===== config.mk =====
export PLATFORM = sky130hd
export DESIGN_NAME = sram64x32_port_arbiter
export DESIGN_NICKNAME = d
export VERILOG_FILES = /design/src/rtl/sram64x32_port_arbiter.sv
export SDC_FILE = /design/constraint.sdc
export NUM_CORES = 1
export LEC_CHECK = 0
export BUFFER_PORTS_ARGS = -buffer_cell sky130_fd_sc_hd__buf_2
export CAP_MARGIN = 10
export CORE_AREA = 4 4 84 86
export DETAILED_ROUTE_END_ITERATION = 8
export DIE_AREA = 0 0 88 90
export PLACE_DENSITY_LB_ADDON = 0.25
export SETUP_SLACK_MARGIN = 0.05
export SYNTH_ARGS = -nofsm -noshare
export SYNTH_HDL_FRONTEND = slang
export SYNTH_SLANG_ARGS = --single-unit

===== constraint.sdc =====
create_clock -name clk -period 2.1 [get_ports clk]
set_clock_uncertainty 0.2 [all_clocks]
set_input_delay 0.315 -clock clk [delete_from_list [all_inputs] [get_ports clk]]
set_output_delay 0.315 -clock clk [all_outputs]
set_load 0.01 [all_outputs]

===== src/rtl/sram64x32_port_arbiter.sv =====
// rtl/sram64x32_port_arbiter.sv - two-port round-robin arbiter with post-reset clear sweep for a 64x32 SRAM macro
module sram64x32_port_arbiter #(
    parameter int DATA_WIDTH = 32,
    parameter int ADDR_WIDTH = 6,
    parameter bit INIT_ENABLE = 1'b1,
    parameter logic [DATA_WIDTH-1:0] INIT_VALUE = '0
) (
    input  logic                  clk,
    input  logic                  rst,
    input  logic                  a_valid,
    output logic                  a_ready,
    input  logic                  a_we,
    input  logic [ADDR_WIDTH-1:0] a_addr,
    input  logic [DATA_WIDTH-1:0] a_din,
    output logic                  a_rvalid,
    output logic [DATA_WIDTH-1:0] a_rdata,
    input  logic                  b_valid,
    output logic                  b_ready,
    input  logic                  b_we,
    input  logic [ADDR_WIDTH-1:0] b_addr,
    input  logic [DATA_WIDTH-1:0] b_din,
    output logic                  b_rvalid,
    output logic [DATA_WIDTH-1:0] b_rdata,
    output logic                  init_done,
    output logic                  sram_we,
    output logic [ADDR_WIDTH-1:0] sram_addr,
    output logic [DATA_WIDTH-1:0] sram_din,
    input  logic [DATA_WIDTH-1:0] sram_dout
);

    localparam int RAM_DEPTH = 1 << ADDR_WIDTH;
    localparam logic [ADDR_WIDTH-1:0] LAST_ADDR = ADDR_WIDTH'(RAM_DEPTH - 1);

    localparam logic [0:0] ST_INIT = 1'b0;
    localparam logic [0:0] ST_RUN  = 1'b1;

    localparam logic PRIO_A = 1'b0;
    localparam logic PRIO_B = 1'b1;

    logic [0:0]            state_q, state_d;
    logic [ADDR_WIDTH-1:0] init_cnt_q, init_cnt_d;
    logic                  prio_q, prio_d;
    logic                  init_done_q, init_done_d;
    logic                  a_rvalid_q, a_rvalid_d;
    logic                  b_rvalid_q, b_rvalid_d;

    logic run;
    logic a_grant, b_grant;

    always_comb begin
        run     = (state_q == ST_RUN);
        a_grant = run & a_valid & (~b_valid | (prio_q == PRIO_A));
        b_grant = run & b_valid & (~a_valid | (prio_q == PRIO_B));
    end

    // SRAM drive: sweep during INIT, granted port in RUN, idle read of address 0 otherwise
    always_comb begin
        sram_we   = 1'b0;
        sram_addr = '0;
        sram_din  = '0;
        if (!run) begin
            sram_we   = 1'b1;
            sram_addr = init_cnt_q;
            sram_din  = INIT_VALUE;
        end else if (a_grant) begin
            sram_we   = a_we;
            sram_addr = a_addr;
            sram_din  = a_din;
        end else if (b_grant) begin
            sram_we   = b_we;
            sram_addr = b_addr;
            sram_din  = b_din;
        end
    end

    always_comb begin
        state_d     = state_q;
        init_cnt_d  = init_cnt_q;
        init_done_d = init_done_q;
        prio_d      = prio_q;
        a_rvalid_d  = a_grant & ~a_we;
        b_rvalid_d  = b_grant & ~b_we;
        if (!run) begin
            if (init_cnt_q == LAST_ADDR) begin
                state_d     = ST_RUN;
                init_done_d = 1'b1;
            end else begin
                init_cnt_d = init_cnt_q + 1'b1;
            end
        end
        if (a_grant) begin
            prio_d = PRIO_B;
        end else if (b_grant) begin
            prio_d = PRIO_A;
        end
    end

    always_ff @(posedge clk or posedge rst) begin
        if (rst) begin
            state_q     <= INIT_ENABLE ? ST_INIT : ST_RUN;
            init_cnt_q  <= '0;
            prio_q      <= PRIO_A;
            init_done_q <= ~INIT_ENABLE;
            a_rvalid_q  <= 1'b0;
            b_rvalid_q  <= 1'b0;
        end else begin
            state_q     <= state_d;
            init_cnt_q  <= init_cnt_d;
            prio_q      <= prio_d;
            init_done_q <= init_done_d;
            a_rvalid_q  <= a_rvalid_d;
            b_rvalid_q  <= b_rvalid_d;
        end
    end

    // Both ports see the macro output; only rvalid says whose read it is
    always_comb begin
        a_ready   = a_grant;
        b_ready   = b_grant;
        a_rvalid  = a_rvalid_q;
        b_rvalid  = b_rvalid_q;
        a_rdata   = sram_dout;
        b_rdata   = sram_dout;
        init_done = init_done_q;
    end

endmodule


==> flow_summary.toml, run 1 <==
[status]
outcome = "finished clean"

[routing]
drt_iter0_drc = 17
antenna_left = 0
via_per_inst = 4.439
dr_total_vias = 1336
wirelength_mm = 4.263
avgRoutedWirePerCell_um = 14.16
drc = 0
firstDrtPassIters = 3

[placed_design]
hpwl_mm = 3.506
port_buffers = 125
routabilityCongestion = 0.6854
placed_cells = 295
place_area_mm2 = 0.001683

[floorplanning]
die_width_um = 88
io_pins = 222
die_area_mm2 = 0.007920
start_util = 0.2256
rows = 29
coreArea_mm2 = 0.006277
dieHeight_um = 90

[power]
power.leakage_nw = 0.9807
p_clk_frac = 0.424
p_per_area_mw_per_mm2 = 293.0
switching_power_w = 0.0001116
p_int_w = 0.0004002
finalPower_w = 0.0005118
p_sw_frac = 0.2181
irDropWorstVdd_mv = 0.1448
seq_power_share = 0.415
p_comb_frac = 0.162

[grt]
overflow = 0
antenna_found_initial = 0
grt_max_degree = 42
grt_usage = 0.09751
grt_pass1_wl_mm = 6.279
grt_pass1_vias = 1282

[logic_synthesis]
netlist_area_mm2 = 0.001416
yosys.cell_types.count = 24
syn_nets = 277
synth_area_leaders = "buf_4 (34%), a22o_1 (20%), dfrtp_1 (19%), a221o_1 (4.9%), nor2b_1 (4.4%)"
synth_common_cells = "buf_4 (64), a22o_1 (32), dfrtp_1 (11)"
synthFlopType = "dfrtp_1"
synth.most_common_cell = "buf_4"
syn_area_per_cell_um2 = 8.743
async_flop_share = 1.000
synth_warnings = 0
synth_edf_count = 0
syn_inst = 162
synth_top_cell_by_area = "buf_4"
synth.top_cell.area_share = 0.3392
yosysSeqAreaShare = 0.1943
synth-seq-cells = 11

[clock_tree]
htree_num_levels = 1
numCtsBuffers = 3
cts_root_buffer = "clkbuf_8"
cts_buffer_depth = 2
clkSinkCount = 11
clk_pin_slew_ns = 0.05
clk_latency_ns = 0.24
cts_tree = "yes"

[run]
drv_cap = 0

[setup_path]
cpMaxStageDelayCell = "dfrtp_1"
r2r_setup_slack_ns = 0.53
cp_top_family = "compound AO/OA/AOI/OAI gates"
cp.arrival_ns = 1.47
reg2reg_depth = 3
required_ns = 1.58
path_buf_inv = 2
critPathKind = "register to primary output"
cp_slowest_stage_delay_ns = 0.39
crit_chain = "nand2_1 -> a21oi_4 -> buf_12 -> a221o_1 -> buf_2"
cp.depth = 5
path_max_fanout = 26
end_kind = "primary output"
crit_path_start_kind = "register"

[min_path]
hp-class = "primary input to register"
min_path_cells = 2

[timing]
rsz0062_at_grt = "false"
max_freq_mhz = 502.6
finalCriticalPeriod_ns = 1.990
fin_crit_sh = 0.9474
setup_viol = 0
slew_viol_final = 0
worst_pin_slew_ns = 0.4566
hold_slack_ns = 0.03805
slew_headroom = 0.6953
hold_viol_final = 0
tns_ns = 0

[finish]
antenna_cells = 0
drive_above_1_share = 0.6205
instances_no_fill = 301
nets = 340
fin_area_mm2 = 0.001747
multi_input_area_um2 = 615.6
regArea_um2 = 276.5
area_growth_pct = 23.32
num-fill-cells = 696
power groups by stage:
stage / logic (W) / clock network (W) / registers, W
floorplan: 0.000130 / 0 / 0.000216
global placement: 0.0000819 / 0 / 0.000216
detailed placement: 0.0000820 / 0 / 0.000216
CTS: 0.0000836 / 0.000228 / 0.000212
global route: 0.0000907 / 0.000236 / 0.000212
finish: 0.0000827 / 0.000217 / 0.000212
state kept, by name, summed over array words and instances, names as in the netlist:
name,flops
init_cnt_q,6
a_rvalid,1
b_rvalid,1
init_done,1
prio_q,1
run,1
cell type report:
cell class                      instances  share of cell area
Multi-Input combinational cell         74              0.3524
Tap cell                               77             0.05516
Timing Repair Buffer                  131              0.3997
Clock buffer                            4             0.02579
Inverter                                4            0.008596
Sequential cell                        11              0.1583
path summary, 6_finish.rpt:
path / end / from
max: sram_we / run
min: b_rvalid / b_we
max reg2reg: init_cnt_q[1] / init_cnt_q[0]
min reg2reg: init_done / init_done
max in group asynchronous: prio_q / rst
min in group asynchronous: init_done / rst
cell usage in the layout (no fill, tap or decap), types with 2 or more instances in the layout:
cell,count
inv_1,4
buf_4,3
clkbuf_8,3
a31oi_1,2
nor2_1,2
nor2b_1,10
dfrtp_1,10
buf_12,2
a21oi_1,2
buf_2,125
nand2_1,4
a41oi_1,2
a22o_1,32
a21oi_4,2
a221o_1,7
timing repair:
action | 4_1_cts | 5_1_grt
hold buffers | 1 | 0
setup endpoints to repair | 0 | 35
setup buffers | 0 | 1
hold endpoints to repair | 11 | 0
gates resized for setup | 0 | 1
metal layers:
metal / global-route usage / wire (um)
met1: 0.1075 / 1609
met2: 0.1677 / 2023
met3: 0.02559 / 512
met4: 0.04987 / 117
met5: 0 / 0
cell families after synthesis:
logic type,Yosys count,share of synthesized area
xor+xnor,1,0.006185
simple gates,21,0.08657
fa+ha+maj,1,0.008833
flops,11,0.1943
compound gates,50,0.3118
buf+inv,77,0.3816
mux,1,0.01060
metrics by stage:
| step | worst slack, ns | utilization |
|---|---|---|
| after floorplan | 0.5339 | - |
| after global placement | 0.2639 | 0.2681 |
| after detailed placement | 0.2657 | 0.2681 |
| after CTS | 0.06146 | 0.2769 |
| after global routing | 0.05345 | 0.2783 |
| final | 0.1104 | 0.2783 |
Note: power is estimated with default switching activity, not from simulation.
==> run 2: changes to the inputs <==
- clock period: 2.1 -> 1.9 ns (I/O delays scaled with it)
==> run 2 against run 1 <==
The flow now finishes with violations (negative setup slack). Sequential share of layout area is 0.41 points lower. Register-to-register slack worse by 0.21 ns. Non-clock buffer count stayed put. Setup slack worse by 0.14 ns. Flip-flop and latch count stayed put.
==> flow_summary.toml, run 2 (synthesized netlist as in run 1, its figures left out) <==
[status]
outcome = "finished, violations left"
violations = "negative setup slack"

[finish]
fin_util = 0.2856
layout_common_cells = "buf_2 (124), a22o_1 (32), nor2b_1 (10), dfrtp_1 (10), a221o_1 (7)"
largest-register = "init_cnt_q"
largest_reg_flops = 6
nets = 340
drive_above_1_share = 0.6295
instances_no_fill = 301
area_growth_pct = 26.59
layout_commonest_cell = "buf_2"
antenna_cells = 0
fin_area_mm2 = 0.001793

[timing]
hold_viol_final = 0
rsz0062_at_grt = "true"
worst_pin_slew_ns = 0.4529
slew_headroom = 0.6978
slew_viol_final = 0
setup_slack_ns = -0.03099
max_freq_mhz = 517.9
setup_viol = 7
finalCriticalPeriod_ns = 1.931
fin_crit_sh = 1.016

[routing]
avgRoutedWirePerCell_um = 15.41
wirelength_mm = 4.638
antenna_left = 0
firstDrtPassIters = 4
drc = 0
drt_iter0_drc = 29
via_per_inst = 4.468
dr_total_vias = 1345

[clock_tree]
cts_buffer_depth = 2
numCtsBuffers = 3
clk_pin_slew_ns = 0.06
cts_tree = "yes"
htree_num_levels = 1
clk_latency_ns = 0.24
clkSinkCount = 11
cts_root_buffer = "clkbuf_8"

[setup_path]
end_kind = "primary output"
r2r_end = "init_cnt_q[1]"
path_max_fanout = 20
crit_path_start_kind = "register"
r2r_setup_slack_ns = 0.32
reg2reg_depth = 3
cp.arrival_ns = 1.45
r2r_start = "init_cnt_q[0]"
critPathKind = "register to primary output"
required_ns = 1.41

[min_path]
worstHoldStart = "b_we"
min_path_cells = 2
whs_endpoint = "b_rvalid"
hp-class = "primary input to register"

[floorplanning]
coreArea_mm2 = 0.006277
dieHeight_um = 90
die_width_um = 88
io_pins = 222
die_area_mm2 = 0.007920
rows = 29
start_util = 0.2256

[power]
seq_power_share = 0.414
switching_power_w = 0.0001249
p_sw_frac = 0.2203
irDropWorstVdd_mv = 0.1954
p_per_area_mw_per_mm2 = 316.2
p_comb_frac = 0.160
p_int_w = 0.0004421
p_clk_frac = 0.426
power.leakage_nw = 0.9934

[placed_design]
routabilityCongestion = 0.6706
hpwl_mm = 3.357
placed_cells = 294
port_buffers = 125
post-place-ws_ns = 0.1674
place_area_mm2 = 0.001675

[run]
drv_cap = 0

[grt]
grt_pass1_vias = 1243
antenna_found_initial = 0
grt_max_degree = 42
grt_usage = 0.1031
overflow = 0
grt_pass1_wl_mm = 6.492
run 2: power groups by stage:
| stage | sequential [W] | clock, W | combinational, W |
|---|---|---|---|
| after floorplan | 0.000239 | 0 | 0.000144 |
| after global placement | 0.000239 | 0 | 0.0000900 |
| after detailed placement | 0.000239 | 0 | 0.0000906 |
| after CTS | 0.000234 | 0.000250 | 0.0000925 |
| after global routing | 0.000234 | 0.000265 | 0.000102 |
| final | 0.000234 | 0.000241 | 0.0000910 |
run 2: worst max-delay path by stage:
stage / startpoint / endpoint
2_1_floorplan: run / sram_addr[0]
3_3_place_gp: a_valid / sram_we
3_5_place_dp: a_valid / sram_addr[5]
4_1_cts: run / sram_addr[5]
5_1_grt: run / sram_addr[5]
6_report: prio_q / sram_addr[0]
run 2: final cells by class:
| type | instances | area, um2 |
|---|---|---|
| clock buffer | 4 | 45.04 |
| fill | 684 | 4484 |
| inverter | 4 | 15.01 |
| multi-input combinational | 74 | 618.1 |
| sequential | 11 | 276.5 |
| tap | 77 | 96.34 |
| timing repair buffer | 131 | 742.0 |
run 2: per-stage QoR:
| step | power [W] | TNS, ns | hold WS (ns) |
|---|---|---|---|
| after floorplan | 0.0003821 | 0 | -0.06256 |
| after global placement | 0.0003286 | 0 | 0.1325 |
| after detailed placement | 0.0003292 | 0 | 0.1348 |
| after CTS | 0.0005774 | -0.4459 | 0.005059 |
| after global routing | 0.0006005 | -1.855 | 0.003829 |
| final | 0.0005670 | -0.1389 | 0.006732 |
run 2: worst max-delay path, stage by stage (launching register included):
cell	delay, ns
dfrtp_2	0.44
inv_2	0.08
a21oi_4	0.07
clkbuf_16	0.19
a221o_1	0.29
buf_2	0.14
run 2: layer usage:
layer	part of all wire	wire length, um	track usage
met1	0.36	1651	0.1149
met2	0.49	2262	0.1790
met3	0.13	599	0.02194
met4	0.027	125	0.05371
met5	0	0	0
run 2: repair_timing:
item / 4_1_cts / 5_1_grt
gates cloned: 1 / 1
resized for setup: 4 / 1
hold endpoints to repair: 11 / 0
setup buffers: 0 / 0
pin swaps: 1 / 2
endpoints found under the setup margin: 39 / 40
hold buffers: 1 / 0
==> run 3: changes to the inputs <==
- ABC_AREA: default -> 1
- ABC_CLOCK_PERIOD_IN_PS: default -> 1900
==> run 3 against run 2 <==
The flow now finishes without violations. Count of clock-buffer cells in the layout did not move. Critical path depth increased by 2. Register-to-register slack better by 0.03 ns. Utilization up 2.8 points. Maximum frequency is 5.5% higher. Non-clock buffer count increased by 4. Power shrank 0.97%. Routed wire length grew 20%.
==> flow_summary.toml, run 3 <==
[status]
outcome = "finished clean"

[setup_path]
crit_path_start_kind = "register"
end_kind = "primary output"
r2r_end = "init_cnt_q[3]"
path_max_fanout = 13
required_ns = 1.41
r2r_start = "init_cnt_q[0]"
critPathKind = "register to primary output"
cp.arrival_ns = 1.35
reg2reg_depth = 6
r2r_setup_slack_ns = 0.35

[placed_design]
port_buffers = 125
placed_cells = 389
hpwl_mm = 4.395
routabilityCongestion = 0.8418
place_area_mm2 = 0.001768

[grt]
grt_pass1_wl_mm = 7.969
grt_pass1_vias = 1535
grt_usage = 0.1260
overflow = 0
antenna_found_initial = 0
grt_max_degree = 28

[finish]
num-fill-cells = 716
multi_input_area_um2 = 698.2
largest_reg_flops = 6
nets = 436
largest-register = "init_cnt_q"
fin_area_mm2 = 0.001969
antenna_cells = 0
drive_above_1_share = 0.4750
layout_common_cells = "nand2_1 (126), buf_2 (120), dfrtp_1 (11), inv_1 (9)"
layout_commonest_cell = "nand2_1"
instances_no_fill = 397
regArea_um2 = 275.3
area_growth_pct = 23.94

[logic_synthesis]
synth.top_cell.area_share = 0.3118
synth_area_leaders = "nand2_1 (31%), buf_4 (30%), dfrtp_1 (17%), buf_6 (4.3%), nand3_1 (3.1%)"
synth_common_cells = "nand2_1 (132), buf_4 (64), dfrtp_1 (11)"
synth.most_common_cell = "nand2_1"
yosys.cell_types.count = 22
netlist_area_mm2 = 0.001589
yosysSeqAreaShare = 0.1732
synth-seq-cells = 11
synth_warnings = 0
async_flop_share = 1.000
syn_area_per_cell_um2 = 6.231
syn_inst = 255
synthFlopType = "dfrtp_1"
synth_edf_count = 0
syn_nets = 370
synth_top_cell_by_area = "nand2_1"

[floorplanning]
io_pins = 222
die_area_mm2 = 0.007920
start_util = 0.2531
coreArea_mm2 = 0.006277
dieHeight_um = 90
rows = 29
die_width_um = 88

[power]
finalPower_w = 0.0005614
power.leakage_nw = 1.247
p_per_area_mw_per_mm2 = 285.1
irDropWorstVdd_mv = 0.1529

[timing]
max_freq_mhz = 546.2
worst_pin_slew_ns = 0.4377
rsz0062_at_grt = "true"
tns_ns = 0
hold_slack_ns = 0.02907
slew_headroom = 0.7079
hold_viol_final = 0
slew_viol_final = 0
fin_crit_sh = 0.9636
finalCriticalPeriod_ns = 1.831
setup_viol = 0

[run]
drv_cap = 0

[routing]
firstDrtPassIters = 4
wirelength_mm = 5.556
drt_iter0_drc = 33
via_per_inst = 4.229
dr_total_vias = 1679
drc = 0
antenna_left = 0
avgRoutedWirePerCell_um = 13.99

[min_path]
worstHoldStart = "b_we"
hp-class = "primary input to register"
whs_endpoint = "b_rvalid"
min_path_cells = 2

[clock_tree]
htree_num_levels = 1
numCtsBuffers = 3
clkSinkCount = 11
clk_latency_ns = 0.24
cts_buffer_depth = 2
clk_pin_slew_ns = 0.05
cts_root_buffer = "clkbuf_8"
cts_tree = "yes"
==> run 3: cell types whose count changed after synthesis, moves of 6 or more <==
cell / delta
buf_2: -9
a221o_1: -7
a22o_1: -32
nor2b_1: -10
buf_6: +6
nand3_1: +9
nand2_1: +128
==> run 3: worst max-delay path by stage <==
stage            start            to  slack [ns]  cells past startpoint
2_1_floorplan   prio_q  sram_addr[0]        0.42                      7
3_3_place_gp   a_valid       sram_we        0.27                      7
3_5_place_dp   b_valid  sram_din[14]        0.28                      7
4_1_cts         prio_q   sram_din[4]        0.04                      6
5_1_grt         prio_q  sram_din[14]       0.002                      6
6_report        prio_q  sram_addr[4]        0.07                      7
==> run 3: power breakdown <==
| part | total [W] | leakage (nW) | switching, W | internal (W) |
|---|---|---|---|---|
| clock | 0.000236 | 0.0228 | 0.0000886 | 0.000147 |
| sequential | 0.000235 | 0.134 | 0 | 0.000235 |
| combinational | 0.0000907 | 1.09 | 0.0000317 | 0.0000590 |
| total | 0.000561 | 1.25 | 0.000120 | 0.000441 |
==> run 3: area by class of cell <==
type	instances	area share
flip-flops and latches	11	0.1398
repair buffers	135	0.4149
well taps	77	0.04892
clock buffers	4	0.02287
inverters	10	0.01906
multi-input cells	160	0.3545
==> run 3: per-layer routing <==
metal  global-route usage  routed length (um)
met5                    0                   0
met4              0.02302                 119
met3              0.03931                 576
met2               0.2312                2747
met1               0.1403                2113
==> run 3: through the flow <==
| step | worst slack, ns | utilization |
|---|---|---|
| 2_1_floorplan | 0.4192 | - |
| 3_3_place_gp | 0.2741 | 0.2816 |
| 3_5_place_dp | 0.2811 | 0.2816 |
| 4_1_cts | 0.03670 | 0.2956 |
| 5_1_grt | 0.001741 | 0.3137 |
| 6_report | 0.06916 | 0.3137 |
==> run 3: cells by family after synthesis <==
family                   after synthesis  synth area share
AND/OR/NAND/NOR                      152            0.3803
buffers and inverters                 84            0.4094
flip-flops                            11            0.1732
AO/OA/AOI/OAI                          5           0.01811
XOR/XNOR                               2           0.01103
adder cells (fa/ha/maj)                1          0.007873
==> run 3: critical path: stages (launching register included) <==
cell,delay [ns]
dfrtp_1,0.37
inv_1,0.07
nand2_1,0.05
and3_4,0.17
clkbuf_16,0.18
nand2_1,0.07
nand3_2,0.06
buf_2,0.14
==> run 3: timing repair <==
| action | CTS | global route |
|---|---|---|
| endpoints found under the setup margin | 3 | 39 |
| cloned | 1 | 1 |
| hold endpoints to repair | 11 | 0 |
| setup buffers | 0 | 1 |
| resized for setup | 3 | 21 |
| hold buffers | 1 | 0 |
| pin swaps | 0 | 0 |
